===== src/rtl/axis_pkt_fifo.sv =====
// AXI-Stream beat FIFO with optional store-and-forward packet gating.
// Single clock; the head entry drives the m_ payload combinationally.
module axis_pkt_fifo #(
  parameter int unsigned DATA_SIZE = 32,
  parameter int unsigned USER_SIZE = 32,
  parameter int unsigned DEPTH     = 16,
  parameter int unsigned PKT_MODE  = 0
) (
  input  logic                     aclk,
  input  logic                     areset,
  input  logic                     s_tvalid,
  output logic                     s_tready,
  input  logic [DATA_SIZE-1:0]     s_tdata,
  input  logic [DATA_SIZE/8-1:0]   s_tstrb,
  input  logic [DATA_SIZE/8-1:0]   s_tkeep,
  input  logic                     s_tlast,
  input  logic [USER_SIZE-1:0]     s_tuser,
  output logic                     m_tvalid,
  input  logic                     m_tready,
  output logic [DATA_SIZE-1:0]     m_tdata,
  output logic [DATA_SIZE/8-1:0]   m_tstrb,
  output logic [DATA_SIZE/8-1:0]   m_tkeep,
  output logic                     m_tlast,
  output logic [USER_SIZE-1:0]     m_tuser,
  output logic [$clog2(DEPTH):0]   fill_level,
  output logic                     full,
  output logic                     empty
);

  localparam int unsigned AW  = $clog2(DEPTH);
  localparam int unsigned PW  = AW + 1;
  localparam int unsigned KW  = DATA_SIZE / 8;
  localparam int unsigned EW  = DATA_SIZE + 2 * KW + 1 + USER_SIZE;
  localparam bit          PKT = (PKT_MODE != 32'd0);

  logic [EW-1:0] mem [DEPTH];
  logic [EW-1:0] head;

  logic [PW-1:0] wr_ptr, wr_ptr_nxt;
  logic [PW-1:0] rd_ptr, rd_ptr_nxt;
  logic [PW-1:0] pkt_cnt, pkt_cnt_nxt;
  logic          flush, flush_nxt;
  logic          ready_q, ready_nxt;
  logic          wr_en, rd_en;
  logic          full_nxt;

  // Status derived from the wrap-bit pointers.
  assign empty      = (wr_ptr == rd_ptr);
  assign full       = (wr_ptr[AW-1:0] == rd_ptr[AW-1:0]) && (wr_ptr[AW] != rd_ptr[AW]);
  assign fill_level = wr_ptr - rd_ptr;

  // Store-and-forward holds the head back until a whole packet is stored or a flush is forced.
  assign m_tvalid = !empty && (!PKT || (pkt_cnt != '0) || flush);
  assign s_tready = ready_q;

  assign wr_en = s_tvalid && ready_q;
  assign rd_en = m_tvalid && m_tready;

  // Head entry unpacked as {tdata, tstrb, tkeep, tlast, tuser}.
  assign head    = mem[rd_ptr[AW-1:0]];
  assign m_tuser = head[USER_SIZE-1:0];
  assign m_tlast = head[USER_SIZE];
  assign m_tkeep = head[USER_SIZE+1 +: KW];
  assign m_tstrb = head[USER_SIZE+1+KW +: KW];
  assign m_tdata = head[USER_SIZE+1+2*KW +: DATA_SIZE];

  // Payload storage; intentionally not reset.
  always_ff @(posedge aclk) begin
    if (wr_en) begin
      mem[wr_ptr[AW-1:0]] <= {s_tdata, s_tstrb, s_tkeep, s_tlast, s_tuser};
    end
  end

  // Next-state for pointers, ready, packet count and flush.
  always_comb begin
    wr_ptr_nxt  = wr_ptr;
    rd_ptr_nxt  = rd_ptr;
    pkt_cnt_nxt = pkt_cnt;
    flush_nxt   = flush;

    if (wr_en) wr_ptr_nxt = wr_ptr + PW'(1);
    if (rd_en) rd_ptr_nxt = rd_ptr + PW'(1);

    full_nxt  = (wr_ptr_nxt[AW-1:0] == rd_ptr_nxt[AW-1:0]) &&
                (wr_ptr_nxt[AW] != rd_ptr_nxt[AW]);
    ready_nxt = !full_nxt;

    if (PKT) begin
      unique case ({wr_en && s_tlast, rd_en && m_tlast})
        2'b10:   pkt_cnt_nxt = pkt_cnt + PW'(1);
        2'b01:   pkt_cnt_nxt = pkt_cnt - PW'(1);
        default: pkt_cnt_nxt = pkt_cnt;
      endcase
      // A packet longer than the FIFO would never complete; fall back to cut-through.
      if (rd_en && m_tlast)         flush_nxt = 1'b0;
      if (full && (pkt_cnt == '0))  flush_nxt = 1'b1;
    end
  end

  // Control state registers.
  always_ff @(posedge aclk or posedge areset) begin
    if (areset) begin
      wr_ptr  <= '0;
      rd_ptr  <= '0;
      pkt_cnt <= '0;
      flush   <= 1'b0;
      ready_q <= 1'b0;
    end else begin
      wr_ptr  <= wr_ptr_nxt;
      rd_ptr  <= rd_ptr_nxt;
      pkt_cnt <= pkt_cnt_nxt;
      flush   <= flush_nxt;
      ready_q <= ready_nxt;
    end
  end

endmodule


===== config.mk =====
export PLATFORM = sky130hd
export DESIGN_NAME = axis_pkt_fifo
export DESIGN_NICKNAME = d
export VERILOG_FILES = /design/src/rtl/axis_pkt_fifo.sv
export SDC_FILE = /design/constraint.sdc
export NUM_CORES = 1
export LEC_CHECK = 0
export BUFFER_PORTS_ARGS = -buffer_cell sky130_fd_sc_hd__buf_2
export CAP_MARGIN = 20
export CORE_MARGIN = 3
export CORE_UTILIZATION = 55
export CTS_BUF_LIST = sky130_fd_sc_hd__clkbuf_16
export CTS_CLUSTER_DIAMETER = 80
export CTS_CLUSTER_SIZE = 28
export DETAILED_ROUTE_END_ITERATION = 7
export GPL_TIMING_DRIVEN = 0
export PLACE_DENSITY = 0.84
export SLEW_MARGIN = 25
export SYNTH_ARGS = -nofsm -noshare
export SYNTH_HDL_FRONTEND = slang
export SYNTH_SLANG_ARGS = --single-unit

===== constraint.sdc =====
create_clock -name aclk -period 28.9 [get_ports aclk]
set_clock_uncertainty 0.15 [all_clocks]
set_input_delay 5.78 -clock aclk [delete_from_list [all_inputs] [get_ports aclk]]
set_output_delay 5.78 -clock aclk [all_outputs]
set_load 0.02 [all_outputs]

==> results.cfg <==
[global_routing]
met3_usage = 0.0500
grt_start_max_net_pins = 38
grt_pass1_vias = 24100
grtUsageMet2 = 0.445
antenna_found_initial = 15
grt_pass1_wl_mm = 166
grt-ovfl-total = 0
met1_usage = 0.354
busiest_layer = met2
grt.total_usage = 0.269

[hold_path]
min_to = rd_ptr[4]
min_path_type = reg -> reg
min_from = rd_ptr[4]
hold_depth = 1

[outcome]
run_status = finished, final reports clean

[power_and_ir_drop]
powerDensity_mw_per_mm2 = 96.3
seq_power_share = 0.442
p_clk_frac = 0.167
p_comb_frac = 0.391
power.leakage_nw = 16.1
p_int_mw = 3.09
switching_power_mw = 1.69
peakVddDrop_uv = 55.1
sw_frac_of_total = 0.354

[synthesis]
synth-seq-cells = 1179
syn_inst = 2109
synth.net_count = 2196
postSynthAreaPerCell_um2 = 21.4
synthesis.area_mm2 = 0.0452
yosysWarnings = 0
synth.yosys.seq_area_share = 0.783
synthDistinctLibCells = 34

[run]
drv_cap = 0

[clocking]
cts_resized = 0
numCtsBuffers = 48
cts_sinks = 1179
cts-root-buf = clkbuf_16
postCtsSetupBuffers = 0
insertion_delay_ns = 0.63
clkSlewWorstSetupHoldPaths_ns = 0.11
cts_tree = yes
postCtsHoldBufs = 0
htreeDepth = 2
clock_tree.buffer_depth = 3

[setup_path]
end_kind = output pin
path_class = reg -> out
r2r_setup_slack_ns = 24.64
cp.required_ns = 22.97
critPathMaxFanout = 10
cp_data_arrival_time_ns = 4.19
worstSetupStartpointType = flop
crit_start = rd_ptr[1]
r2r-start = rd_ptr[2]
reg2reg_to = s_tready
rr_worst_depth = 11

[sta]
max_freq_ghz = 0.0988
grt_setup_unrepaired = false
drv_slew = 0
max_slew_margin = 0.276
hold_viol_final = 0
fin_crit_ns = 10.12
tightest_slew_ns = 1.09
final-setup-viol-count = 0
finalSetupTns_ns = 0
period_share = 0.350
setup_slack_ns = 18.78

[die]
die_w_um = 293
dieHeight_um = 293
core_mm2 = 0.0809
die_area_mm2 = 0.0856
rows = 104
start_util = 0.558
ioPinCount = 159

[detailed_routing]
vias = 23400
drcViolationCount = 0
viasPerCell = 6.73
wirelength_mm = 114
drt-pass1-iter-count = 6
drt_iter0_markers = 3469
avgRoutedWirePerCell_um = 32.8
ant_nets = 0

[cells_and_area]
layout_common_cells = edfxtp_1 (1168), nand2_1 (294), mux4_2 (292)
final_layout_size_suffix_gt1_frac = 0.274
final_common_cell = edfxtp_1
syn_to_final_growth_pct = 9.97
fill_cells = 5156
finalNetCount = 2484

[placement]
hpwl_mm = 70.6
place_ws_ns = 19.54
io_buffers = 158
gp_congestion = 0.767
==> power by group through the flow <==
stage	combinational, mW	clock, mW	sequential (mW)
final	1.87	0.798	2.11
after global routing	1.97	0.851	2.12
after CTS	1.87	0.799	2.11
after detailed placement	1.83	0	2.15
after global placement	1.72	0	2.17
after floorplan	1.17	0	2.14
==> per-layer routing <==
layer	up-vias	part of all wire
li1	9161	-
met1	12000	0.33
met2	1942	0.50
met3	345	0.11
met4	8	0.051
met5	-	0.00046
==> layout make-up <==
cell class	instances	area [um^2]	area share
inverters	11	41.3	0.000831
well taps	1060	1330	0.0267
plain buffers	117	583	0.0117
repair buffers	238	1750	0.0352
clock buffers	50	1250	0.0252
diodes	11	27.5	0.000554
clock inverters	12	72.6	0.00146
flip-flops and latches	1179	35300	0.712
multi-input cells	802	9270	0.187
==> Yosys cell counts <==
master / number / share of area
fa_1: 1 / 0.00044
inv_1: 11 / 0.00091
nor4b_1: 3 / 0.00058
mux2_2: 1 / 0.00025
ha_1: 9 / 0.0025
nor2b_1: 1 / 0.00014
edfxtp_1: 1168 / 0.78
xor2_1: 5 / 0.00097
buf_2: 19 / 0.0021
buf_4: 27 / 0.0045
nor2_1: 3 / 0.00025
nand2_1: 294 / 0.024
o21ai_2: 1 / 0.00019
nand4_1: 3 / 0.00042
and2_1: 4 / 0.00055
nand3_1: 4 / 0.00044
and4_1: 1 / 0.00019
xnor2_2: 1 / 0.00036
a21o_1: 2 / 0.00033
a21oi_1: 4 / 0.00044
xnor3_2: 1 / 0.00053
buf_1: 4 / 0.00033
mux2_4: 1 / 0.00033
dfrtp_1: 11 / 0.0061
a31oi_1: 73 / 0.010
buf_6: 2 / 0.00050
and3_2: 1 / 0.00017
clkbuf_1: 65 / 0.0054
or4_1: 1 / 0.00017
nand2_2: 1 / 0.00014
and3_1: 81 / 0.011
xnor2_1: 13 / 0.0025
mux4_2: 292 / 0.15
o31a_2: 1 / 0.00022
==> through the flow <==
stage                     std cells  hold WS (ns)   util  power [mW]  instance area (um^2)
after floorplan                2109         0.365      -        3.31                 45200
after global routing           3476         0.463  0.613        4.94                 49700
final                          3480         0.431  0.614        4.78                 49700
after CTS                      3469         0.429  0.613        4.78                 49600
after global placement         3327         0.384  0.584        3.89                 47300
after detailed placement       3407         0.410  0.597        3.98                 48300
==> cell families (layout without fill, tap and decap cells) <==
kind of cell / Yosys count / in the layout / share of synthesized area
AOI/OAI and AO/OA: 81 / 81 / 0.0113
xor gates and xnor gates: 20 / 20 / 0.00438
adders and majority gates: 10 / 10 / 0.00294
buffers and inverters: 128 / 428 / 0.0137
DFF: 1179 / 1179 / 0.783
muxes: 294 / 294 / 0.146
other: 0 / 11 / 0
and+or+nand+nor: 397 / 397 / 0.0387
==> state kept, by name (all words and copies together), names as in the netlist <==
signal and flops:
s_tready 1, mem 1168, wr_ptr 5, rd_ptr 5
==> worst max-delay path by stage <==
stage,end
2_1_floorplan,mem[0][0]
3_3_place_gp,mem[0][57]
5_1_grt,m_tdata[23]
6_report,m_tdata[25]
4_1_cts,m_tkeep[0]
3_5_place_dp,m_tkeep[0]
==> worst max-delay path: stages (launching register included) <==
cell      delay, ns
dfrtp_1        0.47
buf_6          0.17
clkbuf_1       0.81
clkbuf_1       0.83
mux4_2         0.41
nand2_1        0.07
a31oi_1        0.51
buf_2          0.27
Note: power is estimated with default switching activity, not from simulation.
